**config.mk**
```make
export PLATFORM = sky130hd
export DESIGN_NAME = mem_port_arbiter
export DESIGN_NICKNAME = d
export VERILOG_FILES = /design/src/rtl/bf8b_pkg.sv /design/src/rtl/mem_port_arbiter.sv
export SDC_FILE = /design/constraint.sdc
export NUM_CORES = 1
export LEC_CHECK = 0
export CAP_MARGIN = 40
export CORE_ASPECT_RATIO = 0.5
export CORE_MARGIN = 4
export CORE_UTILIZATION = 44
export CTS_CLUSTER_DIAMETER = 60
export DETAILED_ROUTE_END_ITERATION = 10
export GPL_TIMING_DRIVEN = 0
export PLACE_DENSITY = 0.8
export SLEW_MARGIN = 25
export SYNTH_ARGS = -nofsm -noshare
export SYNTH_HDL_FRONTEND = slang
export SYNTH_SLANG_ARGS = --single-unit
```
**constraint.sdc**
```tcl
create_clock -name clk -period 1.75 [get_ports clk]
set_input_delay 0.2625 -clock clk [delete_from_list [all_inputs] [get_ports clk]]
set_output_delay 0.2625 -clock clk [all_outputs]
set_load 0.03 [all_outputs]
```
**src/rtl/bf8b_pkg.sv**
```systemverilog
// Shared types and default widths for the memory port arbiter.
package bf8b_pkg;

    // Arbiter sequencing states
    typedef enum logic [1:0] {
        IDLE  = 2'b00,
        ISSUE = 2'b01,
        WAIT  = 2'b10,
        DONE  = 2'b11
    } arb_state_t;

    // Identity of the requester owning the memory port
    typedef enum logic {
        FETCH = 1'b0,
        EXEC  = 1'b1
    } req_id_t;

    localparam int DEF_ADDR_W = 8;
    localparam int DEF_DATA_W = 8;

endpackage

```
**src/rtl/mem_port_arbiter.sv**
```systemverilog
// Shares one memory port between the fetch stage (reads) and the execute
// stage (reads/writes). One transaction at a time: grant in IDLE, drive the
// port in ISSUE, wait out the read latency, then pulse the winner's ack.
module mem_port_arbiter
    import bf8b_pkg::*;
#(
    parameter int ADDR_W    = DEF_ADDR_W,
    parameter int DATA_W    = DEF_DATA_W,
    parameter int RD_LAT    = 1,
    parameter int EXEC_PRIO = 1
) (
    input  logic              clk,
    input  logic              rst_n,
    input  logic              f_req,
    input  logic [ADDR_W-1:0] f_addr,
    output logic              f_ack,
    output logic [DATA_W-1:0] f_rdata,
    input  logic              e_req,
    input  logic              e_we,
    input  logic [ADDR_W-1:0] e_addr,
    input  logic [DATA_W-1:0] e_wdata,
    output logic              e_ack,
    output logic [DATA_W-1:0] e_rdata,
    output logic [ADDR_W-1:0] mem_addr,
    output logic [DATA_W-1:0] mem_wdata,
    output logic              mem_we,
    input  logic [DATA_W-1:0] mem_rdata
);

    localparam int              CNT_W     = $clog2(RD_LAT + 1);
    localparam logic [CNT_W-1:0] WAIT_LOAD = CNT_W'(RD_LAT - 1);
    localparam logic [CNT_W-1:0] CNT_ONE   = CNT_W'(1);
    localparam logic [CNT_W-1:0] CNT_ZERO  = CNT_W'(0);

    arb_state_t        state_r;
    arb_state_t        state_s;
    req_id_t           grant_id_s;
    logic              grant_s;
    req_id_t           win_r;
    req_id_t           last_grant_r;
    logic              we_r;
    logic [CNT_W-1:0]  cnt_r;
    logic [ADDR_W-1:0] mem_addr_r;
    logic [DATA_W-1:0] mem_wdata_r;
    logic              mem_we_r;
    logic              f_ack_r;
    logic              e_ack_r;
    logic [DATA_W-1:0] f_rdata_r;
    logic [DATA_W-1:0] e_rdata_r;

    // Next-state logic and arbitration (grant decided only in IDLE)
    always_comb begin
        state_s    = state_r;
        grant_s    = 1'b0;
        grant_id_s = FETCH;
        case (state_r)
            IDLE: begin
                if (f_req && e_req) begin
                    grant_s = 1'b1;
                    state_s = ISSUE;
                    if (EXEC_PRIO != 0) begin
                        grant_id_s = EXEC;
                    end else if (last_grant_r == FETCH) begin
                        grant_id_s = EXEC;
                    end else begin
                        grant_id_s = FETCH;
                    end
                end else if (e_req) begin
                    grant_s    = 1'b1;
                    grant_id_s = EXEC;
                    state_s    = ISSUE;
                end else if (f_req) begin
                    grant_s    = 1'b1;
                    grant_id_s = FETCH;
                    state_s    = ISSUE;
                end else begin
                    state_s = IDLE;
                end
            end
            ISSUE: begin
                if (RD_LAT == 1) begin
                    state_s = DONE;
                end else begin
                    state_s = WAIT;
                end
            end
            WAIT: begin
                if (cnt_r <= CNT_ONE) begin
                    state_s = DONE;
                end else begin
                    state_s = WAIT;
                end
            end
            DONE: begin
                state_s = IDLE;
            end
            default: begin
                state_s = IDLE;
            end
        endcase
    end

    // State register and read-latency down-counter
    always_ff @(posedge clk or negedge rst_n) begin
        if (!rst_n) begin
            state_r <= IDLE;
            cnt_r   <= CNT_ZERO;
        end else begin
            state_r <= state_s;
            if (state_r == ISSUE) begin
                cnt_r <= WAIT_LOAD;
            end else if ((state_r == WAIT) && (cnt_r != CNT_ZERO)) begin
                cnt_r <= cnt_r - CNT_ONE;
            end else begin
                cnt_r <= cnt_r;
            end
        end
    end

    // Grant latching, memory port drive, ack pulses and read-data capture
    always_ff @(posedge clk or negedge rst_n) begin
        if (!rst_n) begin
            win_r        <= FETCH;
            last_grant_r <= FETCH;
            we_r         <= 1'b0;
            mem_addr_r   <= '0;
            mem_wdata_r  <= '0;
            mem_we_r     <= 1'b0;
            f_ack_r      <= 1'b0;
            e_ack_r      <= 1'b0;
            f_rdata_r    <= '0;
            e_rdata_r    <= '0;
        end else begin
            // The port registers load at the grant edge, so their values
            // appear during ISSUE and mem_addr holds until the next grant.
            if (grant_s) begin
                win_r        <= grant_id_s;
                last_grant_r <= grant_id_s;
                if (grant_id_s == EXEC) begin
                    we_r        <= e_we;
                    mem_we_r    <= e_we;
                    mem_addr_r  <= e_addr;
                    mem_wdata_r <= e_wdata;
                end else begin
                    we_r        <= 1'b0;
                    mem_we_r    <= 1'b0;
                    mem_addr_r  <= f_addr;
                    mem_wdata_r <= '0;
                end
            end else begin
                mem_we_r <= 1'b0;
            end

            f_ack_r <= (state_s == DONE) && (win_r == FETCH);
            e_ack_r <= (state_s == DONE) && (win_r == EXEC);

            if ((state_r == DONE) && (win_r == FETCH)) begin
                f_rdata_r <= mem_rdata;
            end else begin
                f_rdata_r <= f_rdata_r;
            end

            if ((state_r == DONE) && (win_r == EXEC) && !we_r) begin
                e_rdata_r <= mem_rdata;
            end else begin
                e_rdata_r <= e_rdata_r;
            end
        end
    end

    // Memory data only becomes valid in the DONE cycle, so read data is
    // forwarded straight through while the ack is high and held afterwards.
    assign f_rdata   = f_ack_r ? mem_rdata : f_rdata_r;
    assign e_rdata   = (e_ack_r && !we_r) ? mem_rdata : e_rdata_r;
    assign f_ack     = f_ack_r;
    assign e_ack     = e_ack_r;
    assign mem_addr  = mem_addr_r;
    assign mem_wdata = mem_wdata_r;
    assign mem_we    = mem_we_r;

endmodule
```
After elaboration in Yosys (flattened, before gate mapping)
Cells that the tools add are included.
{"block": "totals", "reg_bits": 40, "inputBits": 37, "output_inout_bits": 35, "word_cells": 49}
{"block": "op_classes", "add_sub_neg": 1, "magnitude_cmp": 1, "n_eq_ne": 4, "n_mux": 20, "bitwise_logic": 1, "n_reduce_logical": 11}
{"operator": "2-to-1 mux 8 bit", "n": 4}
{"operator": "2-to-1 mux 1 bit", "n": 15}
{"operator": "logical AND 1 bit", "n": 8}
{"operator": "case mux 2 bit (4 select lines)", "n": 1}
{"operator": "equality test 2 bit, second input constant", "n": 3}
{"operator": "equality test 2 x 1 -> 1 bit, second input constant", "n": 1}
{"operator": "zero test 2 bit", "n": 1}
{"operator": "nonzero test 2 bit", "n": 1}
{"operator": "less-or-equal comparator 1 bit, second input constant", "n": 1}
{"operator": "zero test 1 bit", "n": 1}
{"operator": "inverter 1 bit", "n": 1}
{"operator": "subtractor 1 bit, second input constant", "n": 1}

Logic depth before layout (Yosys ltp)
{"block": "depth", "depth_word": 6, "depth_mapped": 6, "depth_no_buf": 5}

Worst setup path after synthesis
OpenSTA, ideal clock, no wires.
{"block": "synth_path", "kind": "register to output", "start": "register e_ack_r (netlist: e_ack)", "end": "output e_rdata[0]", "arrival_ns": 1.221, "required_time_ns": 1.487, "setup_slack_ns": 0.266, "path_stages_with_launch": 4, "n_path_buf": 1, "cell_sequence": "dfrtp_1 -> nand2b_1 -> buf_2 -> mux2_1"}
{"block": "synth_via", "elab_chain_cells": 2}
{"item": "start: declaration", "line_no": "mem_port_arbiter.sv:47", "text": "logic e_ack_r;"}
{"item": "start signal: assignment", "line_no": "mem_port_arbiter.sv:155", "text": "e_ack_r <= (state_s == DONE) && (win_r == EXEC);"}
{"item": "logical AND 1 bit", "line_no": "mem_port_arbiter.sv:174", "text": "assign e_rdata = (e_ack_r && !we_r) ? mem_rdata : e_rdata_r;"}
{"item": "2-to-1 mux 8 bit", "line_no": "mem_port_arbiter.sv:174"}
{"item": "end: declaration", "line_no": "mem_port_arbiter.sv:23", "text": "output logic [DATA_W-1:0] e_rdata,"}
Every way passes these cells.

Final worst setup path
{"block": "layout_path", "start": "register f_ack_r (netlist: f_ack)", "end": "output f_rdata[0]"}
{"block": "layout_via", "elab_chain_cells": 1}
{"item": "start: declaration", "line_no": "mem_port_arbiter.sv:46", "text": "logic f_ack_r;"}
{"item": "start signal: assignment", "line_no": "mem_port_arbiter.sv:154", "text": "f_ack_r <= (state_s == DONE) && (win_r == FETCH);"}
{"item": "2-to-1 mux 8 bit", "line_no": "mem_port_arbiter.sv:173", "text": "assign f_rdata = f_ack_r ? mem_rdata : f_rdata_r;"}
{"item": "end: declaration", "line_no": "mem_port_arbiter.sv:17", "text": "output logic [DATA_W-1:0] f_rdata,"}
Every way passes these cells.

==> metrics.txt <==
status=completed; HP Class=input port to async pin; Inserted Diodes=0; CTS H-tree depth=2; Synth Area in Simple Gates=0.149; Longest Clk Path Bufs=2; syn_area_per_cell=13.7 µm²; Max Slew Vio Count=0; DRC=0; Peak VDD IR=0.000939 V; vias in the first global route=1491; Synth-to-Final Area Change=48.4%; Initial Utilization=0.474; share of layout cells above drive strength 1=0.275; Cell variety after synth=24; Fmax achieved=595 MHz; Die ar.=0.00554 mm²; total power=5.85 mW; Adder-Cell Fraction of Synth Area=0.0131; Slowest cell on crit path=dfrtp_1; RSZ-0062 raised after global routing=false; Worst setup EP type=primary output; Clock Tree Root=clkbuf_8; Leak=1.31 nW; multiplexer area fraction after synthesis=0.204; Routed Wire Length=4490 µm; Horiz. Die Dim=101 µm; total global routing overflow=0; largest net degree at the start of global routing=22; initial DRC count=41; die height=54.7 µm; # setup viols final=0; Core Box Area=0.00404 mm²; largest stage delay on the critical path=390 ps; family with the most delay on the worst path=buffers and inverters; startpoint types=flip-flop; Fin. Hold Viols=0; CP Data Required Time=1490 ps; crit-path cells=buf_6 > mux2_1 > clkdlybuf4s15_2; synthesis-stage register bit count=39; CP arrival=1420 ps; largest family of logic cells by synthesized area=multiplexers; Num CTS Buffers=5; TritonRoute pass-1 iters=4; Final min period=1680 ps; CP Buf/Inv Count=2; Seq/Total Area, Yosys=0.509; Routed Antenna Nets=0; Clock transition at path regs=70 ps; xor and xnor area share after synthesis=0; total track usage=0.177; measured slew at the worst slew-check pin=482 ps; Worst Skew=3.61 ps; Worst Path Max Fanout=8; Syn Nets=179; pwr dens=2060 mW/mm²; CTS tree=done; Core Rows=16; nets@finish=260; Max-slew headroom=0.678; routability congestion estimate from global placement=0.692; wire length per cell=16.3 µm; number of antenna violations at the first check in global routing=0; CTS sink cnt=39; Clk Latency, worst-skew pair=290 ps; WS Path Type=flip-flop to primary output; routed via count=1382; cell count after synthesis=140; max-cap check violation count=0; Vias/cell=5.01; port bufs=71; Ys Warns=0; Detailed Place HPWL=3250 µm; compound-cell area share of the yosys netlist=0.0966; first-pass GRT wire length=7310 µm; Finished Core Util=0.703; Tcrit/Tclk final=0.960; Top-Level Pins=72; Mapped Area=0.00192 mm²
-- power breakdown --
part / internal (mW) / switching [mW] / leakage (nW)
registers: 1.36 / 0.307 / 0.470
logic: 1.54 / 1.75 / 0.770
clock network: 0.570 / 0.323 / 0.0654
-- area by class of cell --
class | count | area (µm²)
repair buffers | 75 | 718
fillers | 297 | 1200
multi-input cells | 92 | 895
clock buffers | 6 | 72.6
clock inverters | 2 | 60.1
plain buffers | 6 | 47.5
inverters | 2 | 7.51
flip-flops and latches | 39 | 976
well taps | 54 | 67.6
-- what timing repair did --
action	4_1_cts	5_1_grt
buffers inserted	1	1
cloned	0	0
hold buffers	1	0
gates resized for setup	76	21
endpoints found under the setup margin	16	16
endpoints found under the hold margin	18	0
-- synth_stat cells --
cell / n / area (µm²)
nor2b_1: 1 / 6.26
and2_1: 1 / 6.26
or3b_1: 1 / 8.76
ha_1: 2 / 25.0
and3_1: 2 / 12.5
nand2_4: 1 / 11.3
o21a_1: 1 / 7.51
nor3_2: 8 / 80.1
nor2_1: 9 / 33.8
mux2_4: 8 / 120
nand2b_1: 2 / 12.5
a21o_1: 1 / 7.51
buf_2: 4 / 20.0
or2_1: 1 / 6.26
mux2_1: 24 / 270
buf_1: 1 / 3.75
nand2_1: 5 / 18.8
o22ai_2: 8 / 100
dfrtp_1: 39 / 976
and3b_1: 8 / 70.1
nand3b_4: 1 / 20.0
a22o_1: 8 / 70.1
inv_1: 2 / 7.51
buf_6: 2 / 22.5
-- cell families (layout without fill, tap and decap cells) --
logic type,after synthesis,in the layout
muxes,32,32
AOI/OAI and AO/OA,18,18
and+or+nand+nor,40,40
adders and majority gates,2,2
DFF,39,39
buffers and inverters,9,91
-- routing by layer --
| metal | up-vias | routed length, µm | global-route usage |
|---|---|---|---|
| met1 | 675 | 1990 | 0.214 |
| met3 | 7 | 184 | 0.0433 |
| met4 | 0 | 62 | 0.0662 |
| met5 | - | 0 | 0 |
| li1 | 662 | - | - |
| met2 | 38 | 2250 | 0.314 |
-- metrics by stage --
step           std cells  cell area (µm²)  setup WS, ps  hold slack, ps  setup TNS [ps]
5_1_grt              276             2840         0.822             526               0
2_1_floorplan        140             1920           266           -33.1               0
4_1_cts              276             2870         0.241             468               0
3_3_place_gp         265             2700          -574             470          -24370
3_5_place_dp         266             2720          -174             251           -2350
6_report             276             2840          69.5             474               0
-- cells in the final DEF, fill, tap and decap left out --
master and count:
dfrtp_1 39, buf_1 1, buf_16 1, a21o_1 1, nand2b_4 1, nand2_4 1
mux2_4 8, buf_2 12, inv_1 2, buf_4 3, mux2_2 2, ha_1 2
dlygate4sd3_1 1, and3b_1 8, clkbuf_1 1, o21a_1 1, and3_1 2, o22ai_2 8
and2_1 1, clkbuf_8 5, clkdlybuf4s15_2 1, or2_1 1, nand2_1 5, mux2_1 22
nor2b_1 1, nand2b_1 1, nor2_1 9, bufinv_16 2, a22o_1 8, clkdlybuf4s50_1 54
nor3_2 8, nand3b_4 1, buf_6 8, or3b_1 1
-- flip-flops by register name, summed over array words and instances, names as in the netlist --
name / count
we_r: 1
f_ack: 1
state_r: 2
win_r: 1
mem_we: 1
e_rdata_r: 8
e_ack: 1
mem_wdata: 8
mem_addr: 8
f_rdata_r: 8
-- worst paths after layout --
path | from | end | slack (ps) | depth (start not counted)
hold / removal | rst_n | mem_addr[2] | 470 | 2
hold reg to reg | e_rdata_r[0] | e_rdata_r[0] | 500 | 1
max in group asynchronous | rst_n | state_r[1] | 820 | 3
min in group clk | e_rdata_r[0] | e_rdata_r[0] | 500 | 1
setup reg to reg | state_r[0] | mem_addr[3] | 340 | 5
setup / recovery | f_ack | f_rdata[0] | 70 | 3
No activity file was read; power rests on OpenSTA's default activity.
==> RTL edit 1 (same flow settings) <==
Reset style: synchronous (`rst_n`), changed in 2 clocked blocks.
--- a/src/rtl/mem_port_arbiter.sv
+++ b/src/rtl/mem_port_arbiter.sv
@@ -102,5 +102,5 @@
 
     // State register and read-latency down-counter
-    always_ff @(posedge clk or negedge rst_n) begin
+    always_ff @(posedge clk) begin
         if (!rst_n) begin
             state_r <= IDLE;
@@ -119,5 +119,5 @@
 
     // Grant latching, memory port drive, ack pulses and read-data capture
-    always_ff @(posedge clk or negedge rst_n) begin
+    always_ff @(posedge clk) begin
         if (!rst_n) begin
             win_r        <= FETCH;
Check against the original RTL: differs if rst_n is asserted again (counterexample within 4 cycles, from zero or initial values and one cycle with rst_n low); with rst_n held inactive, the same outputs for 10 cycles.
==> RTL edit 1 against the unedited design <==
Setup slack lost 0.048 ns. Synthesized area shrank 12%. Count of clock-buffer cells in the layout is the same. Wire length shrank 3.5%. Sequential share of layout area shrank 4.5 points. Die area shrank 11%. Cell area shrank 7.7%. Maximum frequency shrank 2.8%. First-iteration DRC count shrank 54%. Sequential cell count is the same. Clock skew is essentially flat.
Power is not compared: it rests on default switching activity, and its combinational part moved more than twofold at a synthesized area within 25%.
==> RTL edit 1: results <==
group,metric,value,unit
placement,dp_slack,-0.139,ns
yosys,yosys-top-cells-area,"dfxtp_1, mux2_2, mux2i_1, o211a_1, a22o_1",
critical_path,setup.worst_path.end,"e_rdata[6]",
critical_path,r2r_end,"mem_addr[7]$_SDFFE_PN0P_",
routing,wl_met2,2280,µm
routing,vias,1475,
global_routing,use_met2,34.3,%
finish,num-nonclk-buffers,86,
finish,multi_input_area_share,32.0,%
yosys,synthTopCellsByCount,"dfxtp_1, nand2_1, mux2_2, mux2i_1, nor2b_1",
critical_path,critPathSlowestCell,"dfxtp_2",
critical_path,rr_worst_depth,6,
timing,max_freq,579,MHz
finish,layout-drive-gt1-share,24.4,%
critical_path,startpoint,"e_ack$_SDFF_PN0_",
global_routing,grt_first_pass_wirelength,6890,µm
critical_path,slowest_delay,0.34,ns
timing,relSlewSlack,69.0,%
timing,skew,0.00317,ns
finish,num-multi-input-gates,107,
min_path,hp-class,"primary input to flop",
yosys,synth_nets,199,
outcome,status,"completed",
finish,seq_cells,39,
routing,drt-pass1-iter-count,4,
placement,gp_congestion,0.726,
routing,routed_wl,4330,µm
global_routing,grt_max_degree,13,
critical_path,r2r_start,"state_r[0]$_SDFF_PN0_",
global_routing,grt_pass1_vias,1595,
global_routing,gr-usage-met1,18.9,%
finish,buffer_area_share,31.0,%
global_routing,grt_usage,18.2,%
routing,drtIter0Drc,19,
placement,placement.io_buffers,70,
critical_path,ff2ff_setup_slack,0.30,ns
yosys,avgSynthCellArea,10.5,µm²
routing,wl_met1,1790,µm
routing,wl_met3,218,µm
finish,nNetsFinal,280,
yosys,ys_async_sr_fraction,0,%
finish,clock_area_share,4.48,%
routing,wl_per_cell,14.8,µm
-- RTL edit 1: cell types whose count changed after synthesis, moves of 9 or more --
| cell | change |
|---|---|
| dfrtp_1 | -39 |
| dfxtp_1 | +39 |
| mux2_1 | -24 |
| mux2_2 | +16 |
| mux2i_1 | +16 |
| nand2_1 | +13 |
| nor2b_1 | +10 |
| o211a_1 | +9 |
-- RTL edit 1: cell families after synthesis --
group | synth area share [%]
multiplexers | 20.2
flip-flops | 46.3
adder cells (fa/ha/maj) | 1.48
AND/OR/NAND/NOR | 13.8
buffers and inverters | 5.04
AO/OA/AOI/OAI | 13.3
-- RTL edit 1: worst min-delay path: cells and delay by family --
family                 cells  cell delay [ns]
AO/OA/AOI/OAI              1             0.06
buffers and inverters      1             0.12
AND/OR/NAND/NOR            1             0.06
-- RTL edit 1: what timing repair did --
item,4_1_cts,5_1_grt
gates resized for setup,74,13
setup buffers,3,1
hold buffers,0,0
setup endpoints to repair,16,16
-- RTL edit 1: power groups by stage --
| stage | sequential, µW | clock (µW) | combinational (µW) |
|---|---|---|---|
| 2_1_floorplan | 1400 | 0 | 728 |
| 6_report | 1170 | 786 | 1560 |
| 5_1_grt | 1190 | 824 | 1650 |
| 3_3_place_gp | 1170 | 0 | 1520 |
| 3_5_place_dp | 1180 | 0 | 1540 |
| 4_1_cts | 1160 | 800 | 1540 |
-- RTL edit 1: stage by stage --
step / total power, µW / setup TNS [ns] / utilization (%) / instance area [µm²]
6_report: 3510 / 0 / 73.6 / 2630
5_1_grt: 3670 / -0.0793 / 73.6 / 2630
4_1_cts: 3510 / -0.117 / 72.6 / 2590
3_5_place_dp: 2720 / -1.97 / 68.8 / 2450
3_3_place_gp: 2690 / -1.90 / 68.8 / 2450
2_1_floorplan: 2130 / 0 / - / 1690
==> RTL edit 2 (same settings) <==
Made on the original files. Set the package constant `DEF_ADDR_W` to 7 (it was 8).
--- a/src/rtl/bf8b_pkg.sv
+++ b/src/rtl/bf8b_pkg.sv
@@ -16,5 +16,5 @@
     } req_id_t;
 
-    localparam int DEF_ADDR_W = 8;
+    localparam int DEF_ADDR_W = 7;
     localparam int DEF_DATA_W = 8;
 
Interface: changed (resized e_addr, f_addr and mem_addr); port bits go from 72 to 69. No check against the original RTL was run, so the function may have changed too.
==> RTL edit 2 against the unedited design <==
Total power down 7.2%. Synthesized area fell by 6.7%. Wire length is 5.9% lower. Cell area shrank 6.6%. Non-clock buffer count decreased by 3. Count of clock-buffer cells in the layout grew 2. Setup slack got worse by 0.016 ns. Sequential share of layout area is 1.5 points higher. Final cell count decreased by 2.9%. Sequential cell count decreased by 1. Largest power group unchanged.
==> RTL edit 2: results <==
group,metric,value,unit
timing,relSlewSlack,72.6,%
global_routing,grt_pass1_vias,1438,
yosys,synthAdderAreaFrac,1.40,%
global_routing,grt_first_pass_wirelength,7110,µm
yosys,yosys-top-cells-area,"dfrtp_1, mux2_2, mux2_4, a22o_1, and3b_1",
outcome,status,"completed",
placement,dp_hpwl,3030,µm
timing,skew,0.00647,ns
critical_path,path_max_fanout,8,
clocking,clk_pin_slew,0.07,ns
global_routing,grt_use_met3,4.74,%
routing,vias,1343,
power,ir_drop,0.000926,V
critical_path,ff2ff_setup_slack,0.30,ns
finish,layout-drive-gt1-share,31.8,%
routing,wl_met1,1770,µm
power,p_leak,0.00123,µW
global_routing,grt_max_degree,24,
yosys,synth.distinct_cells,26,
routing,wl_met2,2210,µm
finish,nNetsFinal,250,
placement,gp_congestion,0.688,
yosys,synth_nets,172,
global_routing,use_met2,31.2,%
critical_path,slowest_delay,0.37,ns
global_routing,grt_usage,17.4,%
routing,wl_per_cell,15.8,µm
critical_path,setup.worst_path.end,"f_rdata[5]",
routing,drtIter0Drc,19,
placement,dp_cells,258,
yosys,synth_compound_area_share,7.21,%
routing,dr.max_layer_used,"met4",
critical_path,r2r_end,"mem_addr[4]$_DFFE_PN0P_",
timing,fin_ws,0.0538,ns
yosys,syn-instance-count,135,
placement,placement.io_buffers,68,
placement,dpl_cell_area,0.00256,mm²
yosys,ys_seq_area_share,53.2,%
routing,avgViaCountPerCell,5.01,
yosys,synth.area.mux_share,21.8,%
yosys,synthTopCellsByCount,"dfrtp_1, mux2_2, a22o_1, mux2_4, nor2_1",
placement,dp_slack,-0.150,ns
routing,wl_met3,180,µm
clocking,postCtsSetupRepairBufs,0,
clocking,post_cts_resized,66,
timing,timing.hold.ws,0.440,ns
global_routing,gr-usage-met1,20.6,%
critical_path,rr_worst_depth,6,
yosys,ys_async_sr_fraction,100,%
-- RTL edit 2: per-stage QoR --
step                      utilization (%)  setup TNS (ns)
after global placement               65.0          -19.65
after CTS                            68.0               0
after global routing                 68.0         -0.0101
after detailed placement             65.5           -2.02
final                                68.0               0
after floorplan                         -               0
-- RTL edit 2: layout make-up --
type                    instances  area [µm²]
repair buffers                 71         678
inverters                       2        7.51
well taps                      54        67.6
clock buffers                   8         110
flip-flops and latches         38         951
plain buffers                   7        67.6
multi-input cells              88         774
fillers                       294        1250
-- RTL edit 2: power by group --
group | internal, µW | leakage [µW] | switching, µW
logic | 1480 | 0.000717 | 1650
registers | 1330 | 0.000458 | 267
clock network | 398 | 0.0000575 | 303
total | 3210 | 0.00123 | 2220
-- RTL edit 2: cell families (layout without fill, tap and decap cells) --
logic type	count (synthesis)	in the layout
AOI/OAI and AO/OA	17	17
adders and majority gates	2	2
DFF	38	38
and+or+nand+nor	37	37
muxes	32	32
buffers and inverters	9	88
